$ cat src/rtl/i2f_32_seq.sv
// i2f_32_seq: sequential 32-bit signed integer to IEEE-754 single-precision
// converter. Takes one integer per valid/ready handshake, normalizes it one
// bit per cycle, then rounds, packs and holds the result until it is accepted.
//
// Configuration macro:
//   I2F_ROUND_EN  defined   -> round to nearest, ties to even
//                 undefined -> truncate toward zero (default build)
// p_lost reports guard|sticky in both builds.
module i2f_32_seq (
   input  logic        clk,
   input  logic        rst,
   input  logic [31:0] d,
   input  logic        in_valid,
   output logic        in_ready,
   output logic [31:0] a,
   output logic        p_lost,
   output logic        out_valid,
   input  logic        out_ready
);

   typedef enum logic [1:0] {
      S_IDLE  = 2'd0,
      S_NORM  = 2'd1,
      S_ROUND = 2'd2,
      S_DONE  = 2'd3
   } state_t;

   // Exponent of a value whose leading one sits at bit 31 (127 + 31).
   localparam logic [7:0] EXP_TOP = 8'd158;

   state_t             state_q, state_d;
   logic               sign_q, sign_d;
   logic        [31:0] mag_q, mag_d;
   logic        [7:0]  exp_q, exp_d;
   logic        [31:0] a_q, a_d;
   logic               p_lost_q, p_lost_d;

   logic signed [31:0] d_s;
   logic        [31:0] d_mag;
   logic        [32:0] rnd;

   // Magnitude of a two's-complement operand; -2^31 wraps back to 0x80000000,
   // which is exactly the unsigned magnitude we want.
   function automatic logic [31:0] abs_mag(input logic signed [31:0] v);
      logic signed [31:0] neg;
      neg = -v;
      abs_mag = v[31] ? $unsigned(neg) : $unsigned(v);
   endfunction

   // Pack a normalized magnitude (leading one implicit, bits [30:0] given)
   // into {p_lost, sign, exp, frac}.
   function automatic logic [32:0] round_pack(input logic        sign,
                                              input logic [7:0]  exp,
                                              input logic [30:0] m);
      logic [22:0] frac;
      logic        guard;
      logic        sticky;
      logic [7:0]  exp_r;
      logic [22:0] frac_r;
`ifdef I2F_ROUND_EN
      logic        lsb;
      logic        inc;
      logic [23:0] sum;
`endif
      frac   = m[30:8];
      guard  = m[7];
      sticky = |m[6:0];
`ifdef I2F_ROUND_EN
      lsb    = m[8];
      inc    = guard & (sticky | lsb);
      sum    = {1'b0, frac} + {23'd0, inc};
      // A carry out of the fraction leaves frac at zero and bumps the
      // exponent; exp is at most 158 here, so 159 still fits comfortably.
      frac_r = sum[22:0];
      exp_r  = exp + {7'd0, sum[23]};
`else
      frac_r = frac;
      exp_r  = exp;
`endif
      round_pack = {guard | sticky, sign, exp_r, frac_r};
   endfunction

   assign d_s   = d;
   assign d_mag = abs_mag(d_s);
   assign rnd   = round_pack(sign_q, exp_q, mag_q[30:0]);

   // Handshake flags come straight from the state register.
   assign in_ready  = (state_q == S_IDLE);
   assign out_valid = (state_q == S_DONE);
   assign a         = a_q;
   assign p_lost    = p_lost_q;

   // Next-state and datapath update for the four-state conversion FSM.
   always_comb begin
      state_d  = state_q;
      sign_d   = sign_q;
      mag_d    = mag_q;
      exp_d    = exp_q;
      a_d      = a_q;
      p_lost_d = p_lost_q;
      case (state_q)
         S_IDLE: begin
            if (in_valid) begin
               sign_d = d_s[31];
               mag_d  = d_mag;
               if (d_mag == 32'd0) begin
                  a_d      = 32'd0;
                  p_lost_d = 1'b0;
                  state_d  = S_DONE;
               end else begin
                  exp_d   = EXP_TOP;
                  state_d = S_NORM;
               end
            end
         end
         S_NORM: begin
            if (mag_q[31]) begin
               state_d = S_ROUND;
            end else begin
               mag_d = {mag_q[30:0], 1'b0};
               exp_d = exp_q - 8'd1;
            end
         end
         S_ROUND: begin
            a_d      = rnd[31:0];
            p_lost_d = rnd[32];
            state_d  = S_DONE;
         end
         S_DONE: begin
            if (out_ready) begin
               state_d = S_IDLE;
            end
         end
         default: begin
            state_d = S_IDLE;
         end
      endcase
   end

   // State and result registers; reset abandons any conversion in flight.
   always_ff @(posedge clk or posedge rst) begin
      if (rst) begin
         state_q  <= S_IDLE;
         a_q      <= 32'd0;
         p_lost_q <= 1'b0;
      end else begin
         state_q  <= state_d;
         a_q      <= a_d;
         p_lost_q <= p_lost_d;
      end
   end

   // Working registers; their contents are meaningless outside a conversion.
   always_ff @(posedge clk) begin
      sign_q <= sign_d;
      mag_q  <= mag_d;
      exp_q  <= exp_d;
   end

endmodule

$ cat config.mk
export PLATFORM = sky130hd
export DESIGN_NAME = i2f_32_seq
export DESIGN_NICKNAME = d
export VERILOG_FILES = /design/src/rtl/i2f_32_seq.sv
export SDC_FILE = /design/constraint.sdc
export NUM_CORES = 1
export LEC_CHECK = 0
export BUFFER_PORTS_ARGS = -buffer_cell sky130_fd_sc_hd__buf_2
export CAP_MARGIN = 20
export CORE_UTILIZATION = 57
export DETAILED_ROUTE_END_ITERATION = 8
export PLACE_DENSITY = 0.81
export SYNTH_ARGS = -nofsm -noshare
export SYNTH_HDL_FRONTEND = slang
export SYNTH_SLANG_ARGS = --single-unit
export TNS_END_PERCENT = 10
$ cat constraint.sdc
create_clock -name clk -period 5 [get_ports clk]
set_input_delay 0.5 -clock clk [delete_from_list [all_inputs] [get_ports clk]]
set_output_delay 0.5 -clock clk [all_outputs]
set_load 0.05 [all_outputs]
==> run summary, run 1 <==
The post-synthesis share of cell area spent on xor and xnor gates works out to 7.11%. The path class of the tightest hold or removal check is input pin to asynchronous set/reset pin. The critical path goes through buf_2, inv_1, ha_1, or3b_1, nor3_1, mux2i_1, o32ai_1, or4_1, nor4_2, and3_1, o21ai_2, buf_4, a22o_1.

Setup violations remaining at the end of the flow were counted as 0. The total negative slack was 0 ns; the area of the die was 0.00791 sq mm. The register-to-register setup slack was 1.89 ns. The clock tree synthesis step divided the H-tree into 3 levels. Of the post-synthesis cell area, the part taken by muxes is 0.465%. The deepest clock path buffer count was 2; the post-route clock skew was 0.0108 ns.

The routed design has 9840 um of wire. After detailed routing, the number of vias per cell comes to 6.11. Root buffer cell: clkbuf_8.

The power density over cell area works out to 626 mW/mm^2. Summing the areas of all compound-gate instances in the mapped netlist gives 19.2% of the synthesized area. Each instance of the synthesized netlist takes up on average 10.5 sq um. At the end of the flow the core is filled with cells to 66.3%.

The worst register-to-register path has a depth of 11. Headroom to the max-slew limit came out at 43.2%. Setup repair after global routing left no endpoint under its margin. In the synthesized netlist, the number of instances is 409. Data on the critical path arrives at its endpoint at 3.89 ns.

Buffers inserted to repair hold after CTS numbered 0. The reg-to-reg critical path endpoint was a[11]. Together, buffers and inverters on the worst path number 3.

The multi-input combinational cells in the finished layout cover a total of 0.00195 sq mm. From bottom edge to top edge, the die measures 88.9 um. For the maximum vdd ir drop, the log shows 261 uV.

In this design, the stage delay of the slowest critical-path cell is 0.59 ns. TritonCTS built the clock tree. The total congestion overflow came out at 0. Routability congestion estimate: 0.904. The area of the placeable core was 0.00729 sq mm; the total instance count after detailed placement was 553.

For this run, design rule violations remaining after detail routing come to 0. Synthesis instantiated 57 different standard cells from the library. The number of gates on the worst path with buffers counted works out to 13. The critical path in this run is classified as input pin to flop.

Maximum number of pins on one net before global-route repair: 52. For this run, the leading register cell type out of synthesis is edfxtp_1. The repair_antennas step left the layout with diodes totalling 0. 71 I/O pins were placed. The worst register-to-register path begins at state_q[1].

The post-route netlist has 22.3% of its cells at a drive strength greater than 1. The post-synthesis adder-cell area fraction works out to 2.03%. Combinational family with the most area after synthesis: compound AO/OA/AOI/OAI gates.

For this run, the number of Yosys warnings is 0. In this run the core area contains 31 standard-cell rows. The all-layer global routing usage came out at 26.2%.

The tools report the origin of the worst setup path as d[0]. After clock tree synthesis, the clock-pin slew on the worst setup and hold paths is 0.08 ns. The tools report the post-CTS repair timing setup buffer count as 0. The worst path uses 73.1% of the clock period. The run gives 0 as the final max-slew violation count.

The source-to-sink clock delay at the later pin of the worst-skew pair came out at 0.35 ns. The post-synthesis cell area was 0.00431 sq mm; the simple-gate portion of the synthesized area was 16.3%. For this block, the via count after detailed routing is 3481.

Data required time at the worst endpoint: 5.24 ns. The worst setup path is captured at a flop. The number of antenna violations at the first check in global routing is 0, and the leakage power summed over all cells is 1.94 nW. The flow ran to the end, and the final reports show no timing, DRC or antenna violations. The tools report the max-capacitance violation count as 0.

The final-layout fill cell count is 600. The total number of nets in the final design came out at 509. During placement, the flow inserted port buffers numbering 70. Compared with the post-synthesis result, the final layout area differs by 12.3%.

The number of DRC markers in iteration 0 is 199, and the first-pass GRT wire length is 15500 um. The total of flip-flops plus latches after synthesis was 76; the post-cts gate resize count was 0. The run gives 9 as the number of buffers created by CTS. The largest individual stage delay along the critical path comes from the cell or4_1. The synthesized design contains 41 enable-type register cells. Dividing the detail-routed wire length by the instance count gives 17.3 um. The endpoint of the worst setup timing path was a[11]. Registers take 0.00211 sq mm. The number of nets in the synthesized netlist is 452.

The tools report the timing-limited maximum frequency as 273 MHz. The largest fanout on the critical path was 33. The first detailed-routing pass ran for 6 iterations.

The worst setup path is launched from an input pin. Kind of cell with the highest combined delay on the critical path: simple AND/OR/NAND/NOR gates. The fraction of the yosys area taken by sequential cells was 48.9%.

The HPWL after detailed placement is 6990 um. The count of cells in the finished layout, fillers not included, comes to 570. Of all flip-flops after synthesis, the portion carrying an async set or reset was 46.1%. For this configuration, the core starts out at a cell density of 59.1%. The worst path needs 3.66 ns of the cycle, external delays included. The tools report the count of clock tree sinks as 76. The count of antenna-violating nets left after detailed routing is 0.

The chip width is 88.9 um. The number of global-route vias before repair is 3057, and the transition time at the pin with the least slew margin is 0.852 ns. The run gives 0 as the number of hold violations in the final report.
==> layout make-up <==
type	instances	area share, %
sequential	76	43.6
multi-input combinational	286	40.4
clock inverter	7	1.40
clock buffer	9	2.56
tap	99	2.56
inverter	17	1.32
timing repair buffer	76	8.25
==> worst min-delay path, cell delays in order <==
cell and delay (ns):
buf_2 0.09, inv_1 0.04, buf_4 0.39
==> through the flow <==
step           worst slack [ns]  total power [mW]  hold WS, ns  area [sq um]
6_report                   1.34              3.03        0.243          4840
5_1_grt                    1.12              3.20        0.301          4840
4_1_cts                    1.35              3.03        0.250          4830
3_5_place_dp              0.990              2.57        0.456          4630
3_3_place_gp               1.12              2.51        0.450          4630
2_1_floorplan              1.11              2.24        0.443          4310
==> power breakdown <==
| group | internal, mW | switching [mW] |
|---|---|---|
| clock network | 0.228 | 0.231 |
| registers | 1.06 | 0.182 |
| logic | 0.384 | 0.939 |
| total | 1.68 | 1.35 |
==> registers in the layout (all words and copies together) (netlist names) <==
name,flops
a,32
exp_q,8
mag_q,32
p_lost,1
sign_q,1
state_q,2
==> cell usage after synthesis, drive strengths merged (11+ instances only) <==
library cell	n	area, sq um
nand2	45	169
o21ai	42	214
edfxtp	41	1230
dfrtp	35	876
a22o	33	289
xor2	22	193
clkbuf	20	75.1
inv	17	63.8
xnor2	13	114
nor4	12	81.3
o31ai	11	82.6
==> layer usage <==
metal | GRT usage, % | part of all wire [%] | wire [um] | vias up
met3 | 5.26 | 7.0 | 689 | 13
met4 | 8.66 | 1.4 | 133 | 0
met2 | 40.1 | 47 | 4620 | 158
li1 | - | - | - | 1639
met5 | 0 | 0 | 0 | -
met1 | 37.7 | 45 | 4400 | 1671
==> logic make-up (layout without fill, tap and decap cells) <==
group,count (synthesis),in the layout
and+or+nand+nor,128,128
AOI/OAI and AO/OA,114,114
DFF,76,76
buffers and inverters,47,109
xor gates and xnor gates,35,35
adders and majority gates,7,7
muxes,2,2
==> how the worst min path moves through the flow <==
stage | startpoint | to | slack, ns
after floorplan | sign_q | a[31] | 0.44
after global placement | sign_q | a[31] | 0.45
after detailed placement | sign_q | a[31] | 0.46
after CTS | rst | a[28] | 0.25
after global routing | rst | a[4] | 0.30
final | rst | a[20] | 0.24
==> cell usage in the layout, fill, tap and decap left out, types with 2 or more instances in the layout <==
| master | synthesis | final |
|---|---|---|
| buf_2 | 1 | 70 |
| nand2_1 | 45 | 45 |
| edfxtp_1 | 41 | 41 |
| o21ai_0 | 40 | 40 |
| dfrtp_1 | 35 | 35 |
| a22o_1 | 33 | 33 |
| xor2_1 | 22 | 22 |
| inv_1 | 17 | 17 |
| xnor2_1 | 13 | 13 |
| nor4_1 | 11 | 11 |
| o31ai_1 | 11 | 11 |
| nor2_1 | 10 | 10 |
| clkbuf_8 | 0 | 9 |
| or3_1 | 7 | 7 |
| nor3_1 | 7 | 7 |
| ha_1 | 7 | 7 |
| o41ai_1 | 6 | 6 |
| or4_1 | 5 | 5 |
| nand3_1 | 5 | 5 |
| nand3b_1 | 5 | 5 |
| buf_4 | 0 | 5 |
| and2_1 | 4 | 4 |
| nor2b_1 | 5 | 4 |
| nand4b_1 | 3 | 3 |
| or2_2 | 3 | 3 |
| nand4_1 | 3 | 3 |
| nand2b_1 | 3 | 3 |
| a21oi_1 | 4 | 3 |
| or4_4 | 2 | 2 |
| mux2i_1 | 2 | 2 |
| o41ai_2 | 2 | 2 |
| nor3b_1 | 2 | 2 |
| nor4b_1 | 2 | 2 |
| a21boi_0 | 2 | 2 |
| clkinv_2 | 0 | 2 |
| clkinvlp_4 | 0 | 2 |
Power figures use the tool's default switching activity.
==> run 2: changes to the inputs <==
--- a/config.mk
+++ b/config.mk
@@ -5,11 +5,12 @@
 export SDC_FILE = /design/constraint.sdc
 export NUM_CORES = 1
 export LEC_CHECK = 0
+export ABC_AREA = 1
 export BUFFER_PORTS_ARGS = -buffer_cell sky130_fd_sc_hd__buf_2
 export CAP_MARGIN = 20
-export CORE_UTILIZATION = 57
+export CORE_UTILIZATION = 52
 export DETAILED_ROUTE_END_ITERATION = 8
-export PLACE_DENSITY = 0.81
+export PLACE_DENSITY = 0.77
 export SYNTH_ARGS = -nofsm -noshare
 export SYNTH_HDL_FRONTEND = slang
 export SYNTH_SLANG_ARGS = --single-unit
==> constraint.sdc (replaced) <==
create_clock -name clk -period 3.2 [get_ports clk]
set_input_delay 0.32 -clock clk [delete_from_list [all_inputs] [get_ports clk]]
set_output_delay 0.32 -clock clk [all_outputs]
set_load 0.05 [all_outputs]
==> run summary, run 2 <==
The net count after synthesis is 692 (+53%), and the ratio of cells with drive above 1 in the final layout is 15.5% (-6.8 points). The critical path goes through inv_1, ha_1, clkinv_1, o21ai_0, a21boi_2, nand2_1, inv_1. The count of non-filler cells in the finished layout was 830 (+46%). The run gives 61.1% (-5.2 points) as the final design utilization. The tree is rooted in a clkbuf_8. The fraction of the mapped netlist area in compound gates works out to 8.63% (-11 points). The post-synthesis cell area came out at 0.00470 sq mm (+9.0%).

The first-pass GRT wire length was 19700 um (+27%); the post-CTS repair timing setup buffer count was 0 (unchanged). The simple-gate portion of the synthesized area is 36.0% (+20 points). Setup repair after global routing left no endpoint under its margin. Number of flops mapped to enable cells by yosys: 41 (unchanged). The flow ran to the end, and the final reports show no timing, DRC or antenna violations. The maximum number of pins on one net before global-route repair was 38 (-27%). The tools report the startpoint type of the worst setup path as a flop.

The post-synthesis adder-cell area fraction is 1.86% (-0.17 points), and the transition time at the pin with the least slew margin is 0.792 ns (-0.0600 ns). By startpoint and endpoint, the worst setup path is classified as flop to flop. Static timing analysis puts the maximum clock frequency at 420 MHz. The wire length per cell is 13.8 um (-20%), and the standard-cell row count is 34 (+9.7%). Post-route clock skew: 0.0171 ns (+0.00635 ns).

For the area of the multi-input gates, the log shows 0.00220 sq mm (+13%). After synthesis, the cell types taking the most area are edfxtp_1 (26%), nand2_1 (20%), dfrtp_1 (19%). The tools report the maximum vdd ir drop as 418 uV (+60%).

The quantity of I/O buffers inserted on ports came out at 70 (unchanged). The total of flip-flops plus latches after synthesis was 76 (unchanged). The cell count after synthesis is 649 (+59%), and the time the final worst path needs with I/O delays and setup is 2.38 ns. The total length of routed wires was 11500 um (+17%). The die boundary height works out to 97.0 um (+9.1%).

The total number of nets in the final design was 760 (+49%). The prevailing post-synth register cell was edfxtp_1. The share of synthesized flip-flops with an asynchronous set or reset came out at 46.1% (unchanged). The average cell area after synthesis is 7.24 sq um (-31%).

The run gives 0 (unchanged) as the count of antenna-violating nets left after detailed routing. The worst hold path belongs to the class input pin to asynchronous set/reset pin. For the count of unique library cells instantiated by Yosys, the log shows 34 (-40%). The run gives 47.2% (+3.9 points) as the headroom to the max-slew limit. The run gives 8620 um (+23%) as the HPWL after detailed placement. The run gives 9 (unchanged) as the number of buffers created by CTS. Area of the placeable core: 0.00872 sq mm (+20%). The number of antenna violations at the first check in global routing was 0 (unchanged); the number of search-and-repair iterations in the first detailed-routing pass was 5 (-1). The delay contributed by the slowest stage of the critical path is 0.55 ns (-0.04 ns). The final routed DRC violation total was 0 (unchanged); the final-layout fill cell count was 805 (+34%). The chip width was 97.0 um (+9.1%). The multiplexer fraction of the synthesized cell area is 0% (-0.46 points). For the number of DRC markers in iteration 0, the log shows 354 (+78%). STA classifies the critical path endpoint as a flop. The leakage power summed over all cells was 2.86 nW (+48%). The number of hold violations in the final report is 0 (unchanged), and the post-synthesis share of cell area spent on xor and xnor gates is 0.186% (-6.9 points).

The number of ports placed on the die boundary was 71 (unchanged). The commonest non-fill, non-tap cell in the layout is nand2_1. The kind of cell with the highest combined delay along the critical path is adder cells.

The number of global-route vias before repair is 4198 (+37%), and the total congestion overflow is 0 (unchanged). The post-route cell area was 0.00533 sq mm (+10%); the share of the cycle needed by the critical path after routing was 74.4%. Among all cell types in the netlist, the one instantiated most often is nand2_1. For the number of hold-repair buffers added at the cts stage, the log shows 0 (unchanged).

The effective utilization at floorplan is 53.9% (-5.2 points). The count of antenna diodes in the layout was 0 (unchanged); the post-cts gate resize count was 0 (unchanged). For the deepest clock path buffer count, the log shows 2 (unchanged). TritonCTS built the clock tree. The count of clock tree sinks is 76 (unchanged). The max-capacitance violation count is 0 (unchanged), and the via count of the routed design is 4409 (+27%).

Among the stages of the critical path, the cell type that occurs most often is inv_1. The run gives 0 (unchanged) as the setup-violating endpoint count in the final report. The data required time at the worst endpoint was 3.22 ns (-2.02 ns); the sum of buffers and inverters on the critical path was 3 (unchanged). Counting instances in the post-synthesis netlist gives the leading cell types as nand2_1 (251), inv_1 (69), nand3_1 (64), nor2_1 (64), edfxtp_1 (41). The run gives 0 ns (unchanged) as the total negative slack.

The H-tree level count was 3 (unchanged); the routability congestion estimate was 0.927 (+2.5%). Total cell area at the placement stage: 0.00515 sq mm (+11%). The all-layer global routing usage is 26.0% (-0.22 points), and the share of Yosys cell area claimed by the top area cell type is 26.2% (-2.4 points). Of all cell types, the one taking the most synthesized area is edfxtp_1. The total instance count after detailed placement was 814 (+47%); the largest fanout on the critical path was 17 (-48%).

The clock transition at the registers of the reported paths is 0.08 ns (about the same). The tools report the flip-flop and latch area as 0.00211 sq mm (unchanged). Fraction of the yosys area taken by sequential cells: 44.9% (-4.0 points). The growth of design area from synthesis to finish was 13.5%; the via-per-instance ratio was 5.31 (-13%). The slowest cell on the critical path is ha_1. The endpoint arrival time on the critical path was 2.40 ns (-1.49 ns); the final max-slew violation count was 0 (unchanged). The top cell types in the final layout, fill and taps aside, are nand2_1 (251), buf_2 (70), inv_1 (69). The run gives 0.00942 sq mm (+19%) as the area of the die. The count of yosys warnings during synthesis was 0 (unchanged). The combinational family with the most area after synthesis is simple AND/OR/NAND/NOR gates.

Power density over cell area: 827 mW/mm^2 (+32%). Source-to-sink clock delay at the later pin of the worst-skew pair: 0.35 ns (about the same).
## run 2: worst paths after layout
kind | cells after the start | from | endpoint | slack [ns]
min in group clk | 3 | d[0] | mag_q[0] | 0.32
worst min register to register | 2 | a[23] | a[23] | 0.50
max in group asynchronous | 3 | rst | a[15] | 2.41
worst max-delay path | 7 | state_q[1] | exp_q[6] | 0.82
worst min-delay path | 2 | rst | p_lost | 0.10
worst max register to register | 7 | state_q[1] | exp_q[6] | 0.82
## run 2: routing by layer
metal / wire length [um] / part of all wire [%] / GRT usage [%]
met3: 771 / 6.7 / 3.40
met1: 5180 / 45 / 36.0
met5: 0 / 0 / 0
met4: 208 / 1.8 / 9.18
met2: 5300 / 46 / 41.9
## run 2: final cells by class
type / count / share of cell area [%]
Inverter: 74 / 5.21
Sequential cell: 76 / 39.5
Clock inverter: 4 / 0.446
Clock buffer: 12 / 2.93
Timing Repair Buffer: 81 / 8.12
Multi-Input combinational cell: 475 / 41.2
Tap cell: 108 / 2.54
## run 2: cell families after synthesis
family                     Yosys count
AOI/OAI and AO/OA                   63
xor gates and xnor gates             1
buffers and inverters               98
adders and majority gates            7
and+or+nand+nor                    404
DFF                                 76
## run 2: metrics by stage
| stage | setup slack (ns) | total power, mW | hold slack, ns |
|---|---|---|---|
| after global routing | 0.553 | 4.70 | 0.190 |
| final | 0.821 | 4.41 | 0.102 |
| after detailed placement | 0.532 | 3.74 | 0.489 |
| after global placement | 0.568 | 3.69 | 0.484 |
| after floorplan | 0.326 | 3.24 | 0.419 |
| after CTS | 0.792 | 4.42 | 0.133 |
## run 2: power breakdown
part	internal (mW)	leakage [nW]	switching, mW
Clock	0.327	0.0918	0.351
Sequential	1.55	0.846	0.214
Combinational	0.532	1.92	1.43
Total	2.41	2.86	1.99
==> run 3: changes to the inputs <==
--- a/config.mk
+++ b/config.mk
@@ -5,12 +5,12 @@
 export SDC_FILE = /design/constraint.sdc
 export NUM_CORES = 1
 export LEC_CHECK = 0
-export ABC_AREA = 1
+export ABC_AREA = 0
 export BUFFER_PORTS_ARGS = -buffer_cell sky130_fd_sc_hd__buf_2
 export CAP_MARGIN = 20
-export CORE_UTILIZATION = 52
+export CORE_UTILIZATION = 57
 export DETAILED_ROUTE_END_ITERATION = 8
-export PLACE_DENSITY = 0.77
+export PLACE_DENSITY = 0.81
 export SYNTH_ARGS = -nofsm -noshare
 export SYNTH_HDL_FRONTEND = slang
 export SYNTH_SLANG_ARGS = --single-unit
==> constraint.sdc (replaced) <==
create_clock -name clk -period 2.5 [get_ports clk]
set_input_delay 0.25 -clock clk [delete_from_list [all_inputs] [get_ports clk]]
set_output_delay 0.25 -clock clk [all_outputs]
set_load 0.05 [all_outputs]
==> run summary, run 3 (same netlist as run 1, synthesis figures left out) <==
The final design utilization was 82.1% (+21 points); the total length of routed wires was 12900 um (+13%). For the area of the die, the log shows 0.00791 sq mm (-16%). The final reports fail on setup timing. The count of clock tree sinks was 76 (unchanged). After layout, the worst path uses 122% of the clock period. Number of hold violations in the final report: 0 (unchanged).

The tools report the count of antenna diodes in the layout as 0 (unchanged). The logs give 15.4% (about the same) for the clock power share and 5 (unchanged) for the number of search-and-repair iterations in the first detailed-routing pass. The post-route clock skew was 0.0116 ns (-0.00554 ns). The fraction of power spent switching nets works out to 43.8% (-1.4 points). The worst setup path is of the input pin to flop kind. The total number of nets in the final design is 626 (-18%), and the power density over cell area is 1110 mW/mm^2 (+34%). The endpoint arrival time on the critical path was 3.29 ns (+0.89 ns); the leakage power summed over all cells was 2.62 nW (-8.4%).

The path class of the tightest hold or removal check is input pin to flop. The run gives 45 (+45) as the setup-violating endpoint count in the final report. The setup slack of the critical path after layout is -0.556 ns (-1.38 ns). The tools report the startpoint type of the worst setup path as an input pin. Clock transition at the registers of the reported paths: 0.07 ns (about the same). The critical path goes through buf_2, or4_4, buf_4, or4_4, o41ai_4, xor2_1, nand3_1, nor4_4, a41o_1, o21ai_2, buf_12, a22o_1.

Counting stages on the worst path, the most repeated cell is or4_4. The delay contributed by the slowest stage of the critical path is 0.54 ns (about the same). The die boundary height came out at 88.9 um (-8.3%).

The startpoint identified for the worst register-to-register timing path is state_q[1]. Relative to the synthesized area, the layout overhead comes to 38.9%. The logs give 37.8% (-2.3 points) for the proportion of power drawn by flip-flops and latches and 46.8% (+2.3 points) for the part of the power in combinational logic. The logs give 56.9% (+9.7 points) for the headroom to the max-slew limit and 0 (unchanged) for the max-capacitance violation count. The run gives 409 (+16%) as the number of DRC markers in iteration 0. The tools report the via count of the routed design as 4232 (-4.0%). The via-per-instance ratio works out to 6.16 (+16%).

The run gives 19800 um (+0.45%) as the first-pass GRT wire length. CTS placed an instance of clkbuf_8 at the clock tree root. Subtracting the final worst setup slack from the clock period gives 3.06 ns. Derived from the worst setup path, the maximum achievable clock frequency is 327 MHz.

The worst register-to-register path ends at a[6]. The flow ran to the end, but the final reports show violations. The effective utilization at floorplan was 59.1% (+5.2 points). Setup repair after global routing could not meet its margin everywhere. The run gives 0 (unchanged) as the total congestion overflow. The largest fanout on the critical path works out to 33 (+16). The worst setup path is captured at a flop. The tools report the routability congestion estimate as 0.935 (+0.87%). The startpoint identified for the worst hold timing path is in_valid.

The H-tree level count is 3 (unchanged), and the hold path depth is 3. The final routed DRC violation total was 0 (unchanged); the transition time at the pin with the least slew margin was 0.641 ns (-0.150 ns). The count of antenna-violating nets left after detailed routing was 0 (unchanged); the number of cell instances on the worst register-to-register path was 11 (+4). The area of the placeable core came out at 0.00729 sq mm (-16%).

Power spent charging and discharging nets: 2.91 mW (+46%). The library cells used most frequently in the layout, excluding fill and tap cells, are buf_4 (119), buf_2 (68), nand2_1 (45). The logs give 31 (-8.8%) for the standard-cell row count and 71 (unchanged) for the number of ports placed on the die boundary. The number of antenna violations at the first check in global routing is 0 (unchanged), and the worst hold slack is 0.324 ns (+0.221 ns). The data required time at the worst endpoint is 2.74 ns (-0.48 ns), and the chip width is 88.9 um (-8.3%).

Quantity of I/O buffers inserted on ports: 70 (unchanged). The number of buffers created by CTS was 9 (unchanged); the internal power consumption was 3.73 mW (+54%). The register-to-register setup slack is -0.41 ns (-1.23 ns), and the HPWL after detailed placement is 7960 um (-7.6%). The wire length per cell works out to 18.8 um (+36%). TritonCTS built the clock tree. The logs give 0 (unchanged) for the final max-slew violation count and 434 uV (+4.0%) for the maximum vdd ir drop. The slowest stage of the critical path is the or4_4 cell. The tools report the maximum number of pins on one net before global-route repair as 36 (-5.3%). The total negative slack was -21.71 ns (-21.71 ns); the deepest clock path buffer count was 2 (unchanged).

The ratio of cells with drive above 1 in the final layout is 41.5% (+26 points). Leaving out fill and tap cells, the most frequent cell in the layout is buf_4. The end of the worst hold path was sign_q. The run gives 33.9% (+8.0 points) as the all-layer global routing usage. For the number of global-route vias before repair, the log shows 3998 (-4.8%).

The tools report the final-layout fill cell count as 415 (-48%). The source-to-sink clock delay at the later pin of the worst-skew pair came out at 0.36 ns (about the same).
==> run 3: cell types whose count changed in the layout (fill, tap and decap cells not counted), sizes merged, moves of 12 or more <==
cell   previous run  this run
nand2           254        45
buf              81       192
nor2             71        10
nand3            64         5
inv              74        19
xor2              1        22
a22o             16        33
xnor2             0        13
o21ai            30        42
==> run 3: critical path: cells and delay by family <==
kind / cells / cell delay (ns)
and+or+nand+nor: 4 / 1.40
buffers and inverters: 3 / 0.45
xor gates and xnor gates: 1 / 0.34
AOI/OAI and AO/OA: 4 / 0.84
==> run 3: what timing repair did <==
action | 4_1_cts | 5_1_grt
pin swaps | 10 | 10
buffers inserted | 24 | 4
setup endpoints to repair | 42 | 45
gates cloned | 0 | 0
hold buffers | 1 | 0
endpoints found under the hold margin | 29 | 0
gates resized for setup | 17 | 8
==> run 3: power groups by stage <==
stage               combinational [mW]  sequential [mW]  clock (mW)
CTS                               3.00             2.49        1.02
detailed placement                2.91             2.50           0
floorplan                         1.27             3.25           0
global route                      3.31             2.57        1.07
global placement                  2.80             2.47           0
finish                            3.11             2.51        1.02
==> run 3: area by class of cell <==
class | count | area, sq um | area share (%)
Multi-Input combinational cell | 286 | 2150 | 35.9
Sequential cell | 76 | 2110 | 35.2
Timing Repair Buffer | 193 | 1330 | 22.2
Clock buffer | 10 | 128 | 2.13
Tap cell | 99 | 124 | 2.07
Clock inverter | 6 | 85.1 | 1.42
Inverter | 17 | 63.8 | 1.07
==> run 3: worst max path at each step <==
| stage | from | to | slack (ns) | cells past startpoint |
|---|---|---|---|---|
| floorplan | d[5] | a[25] | -0.61 | 12 |
| finish | d[11] | a[6] | -0.56 | 12 |
| detailed placement | d[1] | a[15] | -0.98 | 12 |
| global placement | d[1] | a[21] | -0.88 | 12 |
| global route | d[11] | a[16] | -0.71 | 11 |
| CTS | d[6] | a[9] | -0.43 | 12 |
==> run 3: routing by layer <==
layer | vias to the layer above | part of all wire, % | global-route usage, %
met3 | 57 | 7.6 | 3.42
met2 | 280 | 50 | 58.1
met4 | 0 | 3.9 | 17.9
met5 | - | 0 | 0
li1 | 1869 | - | -
met1 | 2026 | 39 | 42.9
==> run 3: per-stage QoR <==
stage	power, mW	cells	setup WS (ns)	area, sq um
after floorplan	4.52	409	-0.614	4390
after global routing	6.94	687	-0.709	5980
final	6.63	687	-0.556	5980
after detailed placement	5.40	642	-0.983	5400
after global placement	5.27	642	-0.878	5400
after CTS	6.51	683	-0.432	5900
